===== src/rtl/ntsc_fb_pkg.sv =====
// Frame-buffer definitions shared by the NTSC writer and the XGA reader:
// ZBT word address packing and RGB666 pixel layout.
package ntsc_fb_pkg;

  localparam int unsigned Y_W     = 9;
  localparam int unsigned XW_W    = 9;
  localparam int unsigned ADDR_W  = Y_W + 1 + XW_W;
  localparam int unsigned PIX_W   = 18;
  localparam int unsigned WORD_W  = 2 * PIX_W;
  localparam int unsigned CH_W    = 6;
  localparam int unsigned R_OFS   = 12;
  localparam int unsigned G_OFS   = 6;
  localparam int unsigned B_OFS   = 0;
  localparam int unsigned H_TOTAL = 1344;
  localparam int unsigned V_TOTAL = 768;

  typedef struct packed {
    logic [Y_W-1:0]  y;
    logic            field;
    logic [XW_W-1:0] xw;
  } fb_addr_t;

  // One ZBT word holds the pixel pair (2*xw, 2*xw+1) of row y in the given field.
  function automatic logic [ADDR_W-1:0] fb_addr(input logic [Y_W-1:0] y,
                                                input logic field,
                                                input logic [XW_W-1:0] xw);
    fb_addr_t a;
    a.y     = y;
    a.field = field;
    a.xw    = xw;
    return a;
  endfunction

  function automatic logic [PIX_W-1:0] rgb_pack(input logic [CH_W-1:0] r,
                                                input logic [CH_W-1:0] g,
                                                input logic [CH_W-1:0] b);
    logic [PIX_W-1:0] p;
    p = '0;
    p[R_OFS +: CH_W] = r;
    p[G_OFS +: CH_W] = g;
    p[B_OFS +: CH_W] = b;
    return p;
  endfunction

endpackage


===== src/rtl/delay_line.sv =====
// Fixed-depth register pipe with a configurable reset value.
module delay_line #(
  parameter int unsigned W       = 1,
  parameter int unsigned N       = 2,
  parameter logic [W-1:0] RST_VAL = '0
) (
  input  logic         clk,
  input  logic         reset,
  input  logic [W-1:0] i_d,
  output logic [W-1:0] o_q
);

  logic [N-1:0][W-1:0] r_pipe;

  always_ff @(posedge clk or posedge reset) begin
    if (reset) begin
      for (int i = 0; i < N; i++) r_pipe[i] <= RST_VAL;
    end else begin
      r_pipe[0] <= i_d;
      for (int i = 1; i < N; i++) r_pipe[i] <= r_pipe[i-1];
    end
  end

  assign o_q = r_pipe[N-1];

endmodule


===== src/rtl/zbt_pixel_reader.sv =====
// ZBT frame-buffer read side: raster-driven word reads on even clocks,
// unpacked to RGB666 and aligned with the delayed XGA timing signals.
module zbt_pixel_reader
  import ntsc_fb_pkg::*;
#(
  parameter int unsigned IMG_W   = 720,
  parameter int unsigned IMG_H   = 480,
  parameter int unsigned ZBT_LAT = 2
) (
  input  logic              clk,
  input  logic              reset,
  input  logic [10:0]       hcount,
  input  logic [9:0]        vcount,
  input  logic              hsync,
  input  logic              vsync,
  input  logic              blank,
  input  logic              mode,
  input  logic [WORD_W-1:0] vr_data,
  output logic [ADDR_W-1:0] vr_addr,
  output logic              vr_rd,
  output logic              wr_slot,
  output logic [PIX_W-1:0]  pixel,
  output logic              hsync_d,
  output logic              vsync_d,
  output logic              blank_d
);

  localparam logic [0:0]  ST_SYNC = 1'b0;
  localparam logic [0:0]  ST_RUN  = 1'b1;
  localparam int unsigned TIM_LAT = 4;
  localparam int unsigned VLD_LAT = ZBT_LAT + 1;

  logic [0:0]        r_state;
  logic [0:0]        w_state_nxt;
  logic              r_mode_q;
  logic              w_frame_start;
  logic              w_out_of_range;
  logic              w_in_window;
  logic              w_running;
  logic              w_pix_vld;
  logic              w_issue;
  logic              w_mode_eff;
  logic              w_field;
  logic [ADDR_W-1:0] w_addr;
  logic [1:0]        w_vld_pipe;
  logic              w_vld_d;
  logic              w_odd_d;
  logic [2:0]        w_tim_d;
  logic [PIX_W-1:0]  r_word_lo;

  assign w_frame_start  = (hcount == 11'd0) && (vcount == 10'd0);
  assign w_out_of_range = (hcount >= 11'(H_TOTAL)) || (vcount >= 10'(V_TOTAL));
  assign w_in_window    = (hcount < 11'(IMG_W)) && (vcount < 10'(IMG_H));

  // The frame-start cycle already reads with the freshly sampled mode.
  assign w_mode_eff = w_frame_start ? mode : r_mode_q;
  assign w_field    = w_mode_eff ? 1'b0 : vcount[0];
  assign w_addr     = fb_addr(vcount[9:1], w_field, hcount[9:1]);
  assign w_pix_vld  = w_running && w_in_window;
  assign w_issue    = w_pix_vld && !hcount[0];

  always_ff @(posedge clk or posedge reset) begin
    if (reset) begin
      r_state  <= ST_SYNC;
      r_mode_q <= 1'b0;
    end else begin
      r_state <= w_state_nxt;
      if (w_frame_start) r_mode_q <= mode;
    end
  end

  always_comb begin
    w_state_nxt = r_state;
    w_running   = 1'b0;
    case (r_state)
      ST_SYNC: begin
        if (w_frame_start) begin
          w_state_nxt = ST_RUN;
          w_running   = 1'b1;
        end
      end
      ST_RUN: begin
        w_running = 1'b1;
        if (w_out_of_range) w_state_nxt = ST_SYNC;
      end
      default: w_state_nxt = ST_SYNC;
    endcase
  end

  // Even clocks inside the window belong to the reader; all others to the writer.
  always_ff @(posedge clk or posedge reset) begin
    if (reset) begin
      vr_addr <= '0;
      vr_rd   <= 1'b0;
      wr_slot <= 1'b0;
    end else begin
      vr_rd   <= w_issue;
      wr_slot <= !w_issue;
      if (w_issue) vr_addr <= w_addr;
    end
  end

  delay_line #(
    .W       (2),
    .N       (VLD_LAT),
    .RST_VAL (2'b00)
  ) u_vld_pipe (
    .clk   (clk),
    .reset (reset),
    .i_d   ({w_pix_vld, hcount[0]}),
    .o_q   (w_vld_pipe)
  );

  assign w_vld_d = w_vld_pipe[1];
  assign w_odd_d = w_vld_pipe[0];

  delay_line #(
    .W       (3),
    .N       (TIM_LAT),
    .RST_VAL (3'b111)
  ) u_tim_pipe (
    .clk   (clk),
    .reset (reset),
    .i_d   ({hsync, vsync, blank}),
    .o_q   (w_tim_d)
  );

  assign {hsync_d, vsync_d, blank_d} = w_tim_d;

  // Upper half goes straight out as the word arrives; lower half is parked for the odd pixel.
  always_ff @(posedge clk or posedge reset) begin
    if (reset) begin
      pixel     <= '0;
      r_word_lo <= '0;
    end else if (w_vld_d && !w_odd_d) begin
      pixel     <= vr_data[WORD_W-1:PIX_W];
      r_word_lo <= vr_data[PIX_W-1:0];
    end else if (w_vld_d) begin
      pixel <= r_word_lo;
    end else begin
      pixel <= '0;
    end
  end

endmodule


===== config.mk =====
export PLATFORM = sky130hd
export DESIGN_NAME = zbt_pixel_reader
export DESIGN_NICKNAME = d
export VERILOG_FILES = /design/src/rtl/ntsc_fb_pkg.sv /design/src/rtl/delay_line.sv /design/src/rtl/zbt_pixel_reader.sv
export SDC_FILE = /design/constraint.sdc
export NUM_CORES = 1
export LEC_CHECK = 0
export CORE_AREA = 4 4 87 89
export CTS_BUF_LIST = sky130_fd_sc_hd__clkbuf_4 sky130_fd_sc_hd__clkbuf_8 sky130_fd_sc_hd__clkbuf_16
export DETAILED_ROUTE_END_ITERATION = 8
export DIE_AREA = 0 0 91 93
export PLACE_DENSITY = 0.8
export SLEW_MARGIN = 30
export SYNTH_ARGS = -nofsm -noshare
export SYNTH_HDL_FRONTEND = slang
export SYNTH_SLANG_ARGS = --single-unit

===== constraint.sdc =====
create_clock -name clk -period 3.6 [get_ports clk]
set_input_delay 0.9 -clock clk [delete_from_list [all_inputs] [get_ports clk]]
set_output_delay 0.9 -clock clk [all_outputs]
set_load 0.01 [all_outputs]

==> impl_metrics.env <==
export IMPL_globalRouteOverflowTotal=0
export IMPL_floorplan_rows=30
export IMPL_crit_fanout=15
export IMPL_synthToLayoutAreaGrowth_pct=46.0
export IMPL_crit_path_max_incr_delay_ps=430
export IMPL_design_final_nets=359
export IMPL_resized_after_cts=0
export IMPL_rr_worst_depth=2
export IMPL_yosys_area_top_type="sky130_fd_sc_hd__dfrtp_1"
export IMPL_synth_net_count=247
export IMPL_share_clk_of_total_power=0.391
export IMPL_timing_hold_worst_path_depth=0
export IMPL_ir_drop_mv=0.201
export IMPL_power_per_cell_area_nw_per_um2=385
export IMPL_worstPathRequired_ps=3830
export IMPL_floorplan_initialDensity=0.432
export IMPL_first_pass_iters=4
export IMPL_timing_critical_path_max_delay_family="simple AND/OR/NAND/NOR gates"
export IMPL_worst_clock_skew_ps=9.62
export IMPL_synth_top_area_share=0.557
export IMPL_tritoncts_clock_tree="yes"
export IMPL_dpl_hpwl_um=4320
export IMPL_num_antenna_cells=0
export IMPL_drt_initial_drc_count=55
export IMPL_clock_latency_ps=340
export IMPL_timing_worst_setup_path_type="input pin to register"
export IMPL_final_setup_viol_count=0
export IMPL_hold_path_class="register to register"
export IMPL_p_comb_frac=0.073
export IMPL_synth_seq_area_share=0.665
export IMPL_cell_area_after_layout_um2=4270
export IMPL_reg2reg_slack_ps=1800
export IMPL_antenna_found_initial=0
export IMPL_place_port_buffers=104
export IMPL_asyncSetResetFlopFracSynth=1.00
export IMPL_boundaryPins=105
export IMPL_ctsHtreeMaxLevel=3
export IMPL_clock_fmax_mhz=389
export IMPL_floorplan_die_area_um2=8460
export IMPL_path_clk_slew_ps=90
export IMPL_synthesis_yosys_warnings=0
export IMPL_power_switching_share=0.236
export IMPL_die_height_um=93
export IMPL_synth_edff_count=0
export IMPL_grt_setup_unrepaired="false"
export IMPL_fin_tns_setup_ps=0
export IMPL_critical_path_endpoint_type="register"
export IMPL_grt_pass1_vias=1994
export IMPL_seq_power_share=0.536
export IMPL_drv_slew=0
export IMPL_gp_congestion=0.807
export IMPL_dpl_instance_area_um2=4060
export IMPL_final_period_demand_of_the_worst_path_ps=2570
export IMPL_path_cells="clkdlybuf4s50_1 -> nor4_1 -> and4_1 -> a21oi_2 -> nor3_4 -> buf_4 -> mux2_4"
export IMPL_core_um2=6760
export IMPL_vias=1814
export IMPL_hold_end="u_vld_pipe.o_q[0]$_DFF_PP0_"
export IMPL_p_sw_uw=387
export IMPL_die_w_um=91
export IMPL_clkSinkCount=77
export IMPL_p_int_mw=1.26
export IMPL_finalCritPeriodShare=0.714
export IMPL_ys_ff_latch=77
export IMPL_max_cap_violations=0
export IMPL_clockBufferDepth=2
export IMPL_worstPathBufferInverterCount=2
export IMPL_min_from="u_vld_pipe.r_pipe[2]$_DFF_PP0_"
export IMPL_synthesis_area_um2=2920
export IMPL_number_of_remaining_drc_errors=0
export IMPL_grt_max_degree=41
export IMPL_netlist_instances=184
export IMPL_cts_buffers_inserted=9
export IMPL_post_synth_cell_area_avg_um2=15.9
export IMPL_final_antenna_net_count=0
export IMPL_final_hold_violation_count=0
export IMPL_critical_path_reg2reg_startpoint="u_vld_pipe.o_q[1]$_DFF_PP0_"
export IMPL_grt_first_pass_wirelength_um=9970
export IMPL_critPathLaunchType="input pin"
export IMPL_most_used_flip_flop_cell_after_synthesis="sky130_fd_sc_hd__dfrtp_1"
export IMPL_reg2reg_to="r_word_lo[6]$_DFFE_PP0P_"
export IMPL_wl_per_cell_um=15.9
export IMPL_cts_post_setup_buffers_inserted=0
export IMPL_vias_per_cell=4.76
export IMPL_drt_wl_total_um=6050
export IMPL_timing_worst_slew_pin_value_ps=666
export IMPL_data_arrival_at_the_endpoint_of_the_critical_path_ps=2800
export IMPL_leakage_nw=1.94
export IMPL_status="finished clean"
export IMPL_post_cts_hold_buffer_count=0
export IMPL_timing_slew_headroom=0.555
export IMPL_post_route_cells_drive_above_1_share=0.243
export IMPL_slowest_stage="sky130_fd_sc_hd__clkdlybuf4s50_1"
export IMPL_clock_tree_root="sky130_fd_sc_hd__clkbuf_8"
export IMPL_global_route_usage_total=0.151
export IMPL_synth_cell_type_count=22
export IMPL_post_synth_main_area_contributors="sky130_fd_sc_hd__dfrtp_1 56%, sky130_fd_sc_hd__dfstp_2 11%, sky130_fd_sc_hd__mux2_4 8.7%"
-- kinds of logic (layout without fill, tap and decap cells) --
group                  count (synthesis)  count (layout)  share of synthesized area
buffers and inverters                  9             126                     0.0184
flip-flops                            77              77                      0.665
AO/OA/AOI/OAI                          5               5                     0.0116
multiplexers                          55              55                      0.226
AND/OR/NAND/NOR                       38              38                     0.0792
-- stage by stage --
stage / power, mW / hold slack [ps] / instances / util / setup WS, ps
6_report: 1.64 / 349 / 381 / 0.631 / 1030
5_1_grt: 1.71 / 363 / 381 / 0.631 / 934
4_1_cts: 1.67 / 355 / 381 / 0.631 / 986
3_5_place_dp: 1.02 / 335 / 365 / 0.601 / 610
3_3_place_gp: 1.02 / 331 / 365 / 0.601 / 650
2_1_floorplan: 0.930 / 331 / 184 / - / 753
-- area by class of cell --
class / count / area (um2)
multi-input cells: 98 / 933
repair buffers: 108 / 1080
flip-flops and latches: 77 / 1940
clock inverters: 6 / 48.8
well taps: 80 / 100
inverters: 2 / 8.76
fillers: 525 / 2490
clock buffers: 10 / 149
-- synthesized netlist by cell type (2+ instances only) --
cell	number
sky130_fd_sc_hd__o21ai_0	3
sky130_fd_sc_hd__mux2_2	20
sky130_fd_sc_hd__dfstp_2	12
sky130_fd_sc_hd__nor2b_1	22
sky130_fd_sc_hd__inv_1	2
sky130_fd_sc_hd__mux2_4	17
sky130_fd_sc_hd__buf_6	2
sky130_fd_sc_hd__nand2_1	2
sky130_fd_sc_hd__nand3_1	2
sky130_fd_sc_hd__nor2_1	4
sky130_fd_sc_hd__mux2i_1	18
sky130_fd_sc_hd__buf_2	4
sky130_fd_sc_hd__dfrtp_1	65
sky130_fd_sc_hd__nor4_1	3
-- flip-flops by register name, summed over array words and instances, names as in the netlist --
register           flops
pixel                 18
r_mode_q               1
r_state                1
r_word_lo             18
u_tim_pipe.o_q         3
u_tim_pipe.r_pipe      9
u_vld_pipe.o_q         2
u_vld_pipe.r_pipe      4
vr_addr               19
vr_rd                  1
wr_slot                1
-- power by group through the flow --
stage | sequential, mW | combinational [mW] | clock (mW)
floorplan | 0.897 | 0.0322 | 0
detailed placement | 0.898 | 0.122 | 0
global placement | 0.896 | 0.121 | 0
CTS | 0.881 | 0.122 | 0.662
global route | 0.882 | 0.130 | 0.701
finish | 0.880 | 0.119 | 0.643
-- how the worst max path moves through the flow --
stage                         start                      to  cells after the start
final                     hcount[3]  vr_addr[3]$_DFFE_PP0P_                      7
after global routing      hcount[3]  vr_addr[4]$_DFFE_PP0P_                      7
after CTS                 hcount[3]  vr_addr[3]$_DFFE_PP0P_                      7
after detailed placement  hcount[3]  vr_addr[6]$_DFFE_PP0P_                      7
after global placement    hcount[3]  vr_addr[2]$_DFFE_PP0P_                      7
after floorplan               reset      pixel[0]$_DFF_PP0_                      1
-- cells in the final DEF, fill, tap and decap left out, drive strengths merged --
cell | netlist | routed
and3 | 1 | 1
nor2 | 4 | 4
nand2 | 2 | 2
mux2 | 37 | 37
clkdlybuf4s50 | 0 | 104
nor3 | 2 | 2
dfstp | 12 | 12
a21oi | 1 | 1
and4 | 1 | 1
nor2b | 22 | 22
nand4 | 1 | 1
mux2i | 18 | 18
nor4 | 3 | 3
clkbuf | 1 | 10
o21ai | 3 | 3
o211a | 1 | 1
inv | 2 | 6
clkinvlp | 0 | 1
clkinv | 0 | 1
nand3 | 2 | 2
dfrtp | 65 | 65
buf | 6 | 4
-- layer usage --
metal | part of all wire | GRT usage | up-vias | routed length, um
li1 | - | - | 855 | -
met1 | 0.42 | 0.181 | 873 | 2510
met2 | 0.48 | 0.245 | 78 | 2910
met3 | 0.090 | 0.0547 | 8 | 547
met4 | 0.013 | 0.0641 | 0 | 81
met5 | 0 | 0 | - | 0
Note: power is estimated with default switching activity, not from simulation.
==> patch, RTL diff (same flow settings) <==
Reset style: synchronous (`reset`), changed in 4 clocked blocks.
--- a/src/rtl/delay_line.sv
+++ b/src/rtl/delay_line.sv
@@ -12,7 +12,7 @@
 
   logic [N-1:0][W-1:0] r_pipe;
 
-  always_ff @(posedge clk or posedge reset) begin
+  always_ff @(posedge clk) begin
     if (reset) begin
       for (int i = 0; i < N; i++) r_pipe[i] <= RST_VAL;
     end else begin
--- a/src/rtl/zbt_pixel_reader.sv
+++ b/src/rtl/zbt_pixel_reader.sv
@@ -59,7 +59,7 @@
   assign w_pix_vld  = w_running && w_in_window;
   assign w_issue    = w_pix_vld && !hcount[0];
 
-  always_ff @(posedge clk or posedge reset) begin
+  always_ff @(posedge clk) begin
     if (reset) begin
       r_state  <= ST_SYNC;
       r_mode_q <= 1'b0;
@@ -88,7 +88,7 @@
   end
 
   // Even clocks inside the window belong to the reader; all others to the writer.
-  always_ff @(posedge clk or posedge reset) begin
+  always_ff @(posedge clk) begin
     if (reset) begin
       vr_addr <= '0;
       vr_rd   <= 1'b0;
@@ -128,7 +128,7 @@
   assign {hsync_d, vsync_d, blank_d} = w_tim_d;
 
   // Upper half goes straight out as the word arrives; lower half is parked for the odd pixel.
-  always_ff @(posedge clk or posedge reset) begin
+  always_ff @(posedge clk) begin
     if (reset) begin
       pixel     <= '0;
       r_word_lo <= '0;
Check against the original RTL: differs if reset is asserted again (counterexample within 4 cycles, from zero or initial values and one cycle with reset high); with reset held inactive, the same outputs for 10 cycles.
==> patch against the original RTL <==
  * Power down 2.2%
  * Sequential cell count stayed put
  * Combinational power shrank 7%
  * Critical path type unchanged
  * Setup slack lost 0.15 ns
  * Core utilization shrank 4.7 points
  * First-iteration DRC count increased by 29%
  * Cell area is 7.5% lower
  * Synthesized cell count grew 47%
  * Routed wire length grew 1.1%
  * Area after synthesis down 9.4%
  * Critical path depth is the same
==> patch: results (changes against the original RTL) <==
stage	metric	value	unit	change
drt	wl_met3	524	µm	was 547 µm
yosys	syn_nets	333		was 247
yosys	synth_area_leaders	dfxtp_1, mux2i_1, nand2_1		was dfrtp_1, dfstp_2, mux2_4
cells_and_area	drive_above_1_share	0.09474		was 0.2425
grt	grt_max_degree	37		was 41
timing	slew_violations	0		unchanged
critical_path	max_stage_delay	0.50	ns	was 0.43 ns
clocking	cts_resized	0		unchanged
drt	drt_iter0_markers	71		was 55
critical_path	reg2regPathDepth	4		was 2
grt	grt_first_pass_wirelength	9.915	mm	was 9.970 mm
critical_path	crit_start	hcount[9]		was hcount[3]
grt	met3_usage	0.05068		was 0.05471
cells_and_area	fin_nets	438		was 359
grt	gr-usage-met2	0.2342		was 0.2446
yosys	synth_cell_type_count	23		was 22
run	maxCapViolations	0		unchanged
run_status	status	completed		unchanged
drt	via_per_inst	4.707		was 4.761
pwr	combPwrFrac	0.069		was 0.073
drt	wl_met1	2.695	mm	was 2.512 mm
grt	track_usage	0.1483		was 0.1506
critical_path	crit_arrival	2.96	ns	was 2.80 ns
drt	wire_per_inst	13.28	µm	was 15.87 µm
placement	place.gp.congestion	0.7509		was 0.8066
worst_hold_path	holdPathStages	1		was 0
yosys	synthTopCellsByCount	dfxtp_1, nand2_1, nor2_1		was dfrtp_1, nor2b_1, mux2_2
critical_path	crit_path_max_fanout	9		was 15
pwr	p_switching	348.9	µW	was 387.2 µW
critical_path	r2r_slack	2.00	ns	was 1.80 ns
pwr	p_leak	0.001358	µW	was 0.001939 µW
yosys	ys_seq_area_frac	0.5825		was 0.6647
drt	wl_met2	2.715	mm	was 2.905 mm
timing	relSlewSlack	0.5302		was 0.5554
critical_path	worstReg2RegEnd	r_word_lo[7]		was r_word_lo[6]
placement	placed_cell_area	0.003751	mm²	was 0.004063 mm²
cells_and_area	fill_cells	607		was 525
pwr	ir_worst_vdd	200.5	µV	was 201.3 µV
grt	grt_pass1_vias	2130		was 1994
critical_path	rr_startpoint	u_vld_pipe.o_q[0]		was u_vld_pipe.o_q[1]
yosys	synthFlopType	dfxtp_1		was dfrtp_1
pwr	seq_power	858	µW	was 880 µW
worst_hold_path	hold_end	u_tim_pipe.o_q[1]		was u_vld_pipe.o_q[0]
critical_path	worstSetupEndpoint	vr_addr[16]		was vr_addr[3]
yosys	ys_async_sr_fraction	0		was 1.000
grt	grt_use_met1	0.1749		was 0.1813
critical_path	cpLargestDelayFamily	buffers and inverters		was simple AND/OR/NAND/NOR gates
worst_hold_path	min_from	u_tim_pipe.r_pipe[7]		was u_vld_pipe.r_pipe[2]
patch: final cells by class:
| class | instances | area share |
|---|---|---|
| flip-flops and latches | 77 | 0.3906 |
| repair buffers | 110 | 0.2739 |
| multi-input cells | 176 | 0.2597 |
| clock buffers | 10 | 0.03329 |
| well taps | 80 | 0.02536 |
| clock inverters | 6 | 0.01617 |
| inverters | 1 | 0.0009512 |
patch: per-stage QoR:
stage	setup slack (ns)	std cells	utilization	hold WS [ns]	total power (µW)
2_1_floorplan	1.229	270	-	0.3895	907.8
3_3_place_gp	0.5212	444	0.5552	0.3910	989.9
3_5_place_dp	0.4832	444	0.5552	0.3928	990.5
4_1_cts	0.8542	460	0.5841	0.4038	1625
5_1_grt	0.6555	460	0.5841	0.4224	1659
6_report	0.8762	460	0.5841	0.4007	1607
patch: logic make-up after synthesis:
family	synth area share
AND/OR/NAND/NOR	0.1920
flip-flops	0.5825
multiplexers	0.1324
AO/OA/AOI/OAI	0.06289
buffers and inverters	0.03026
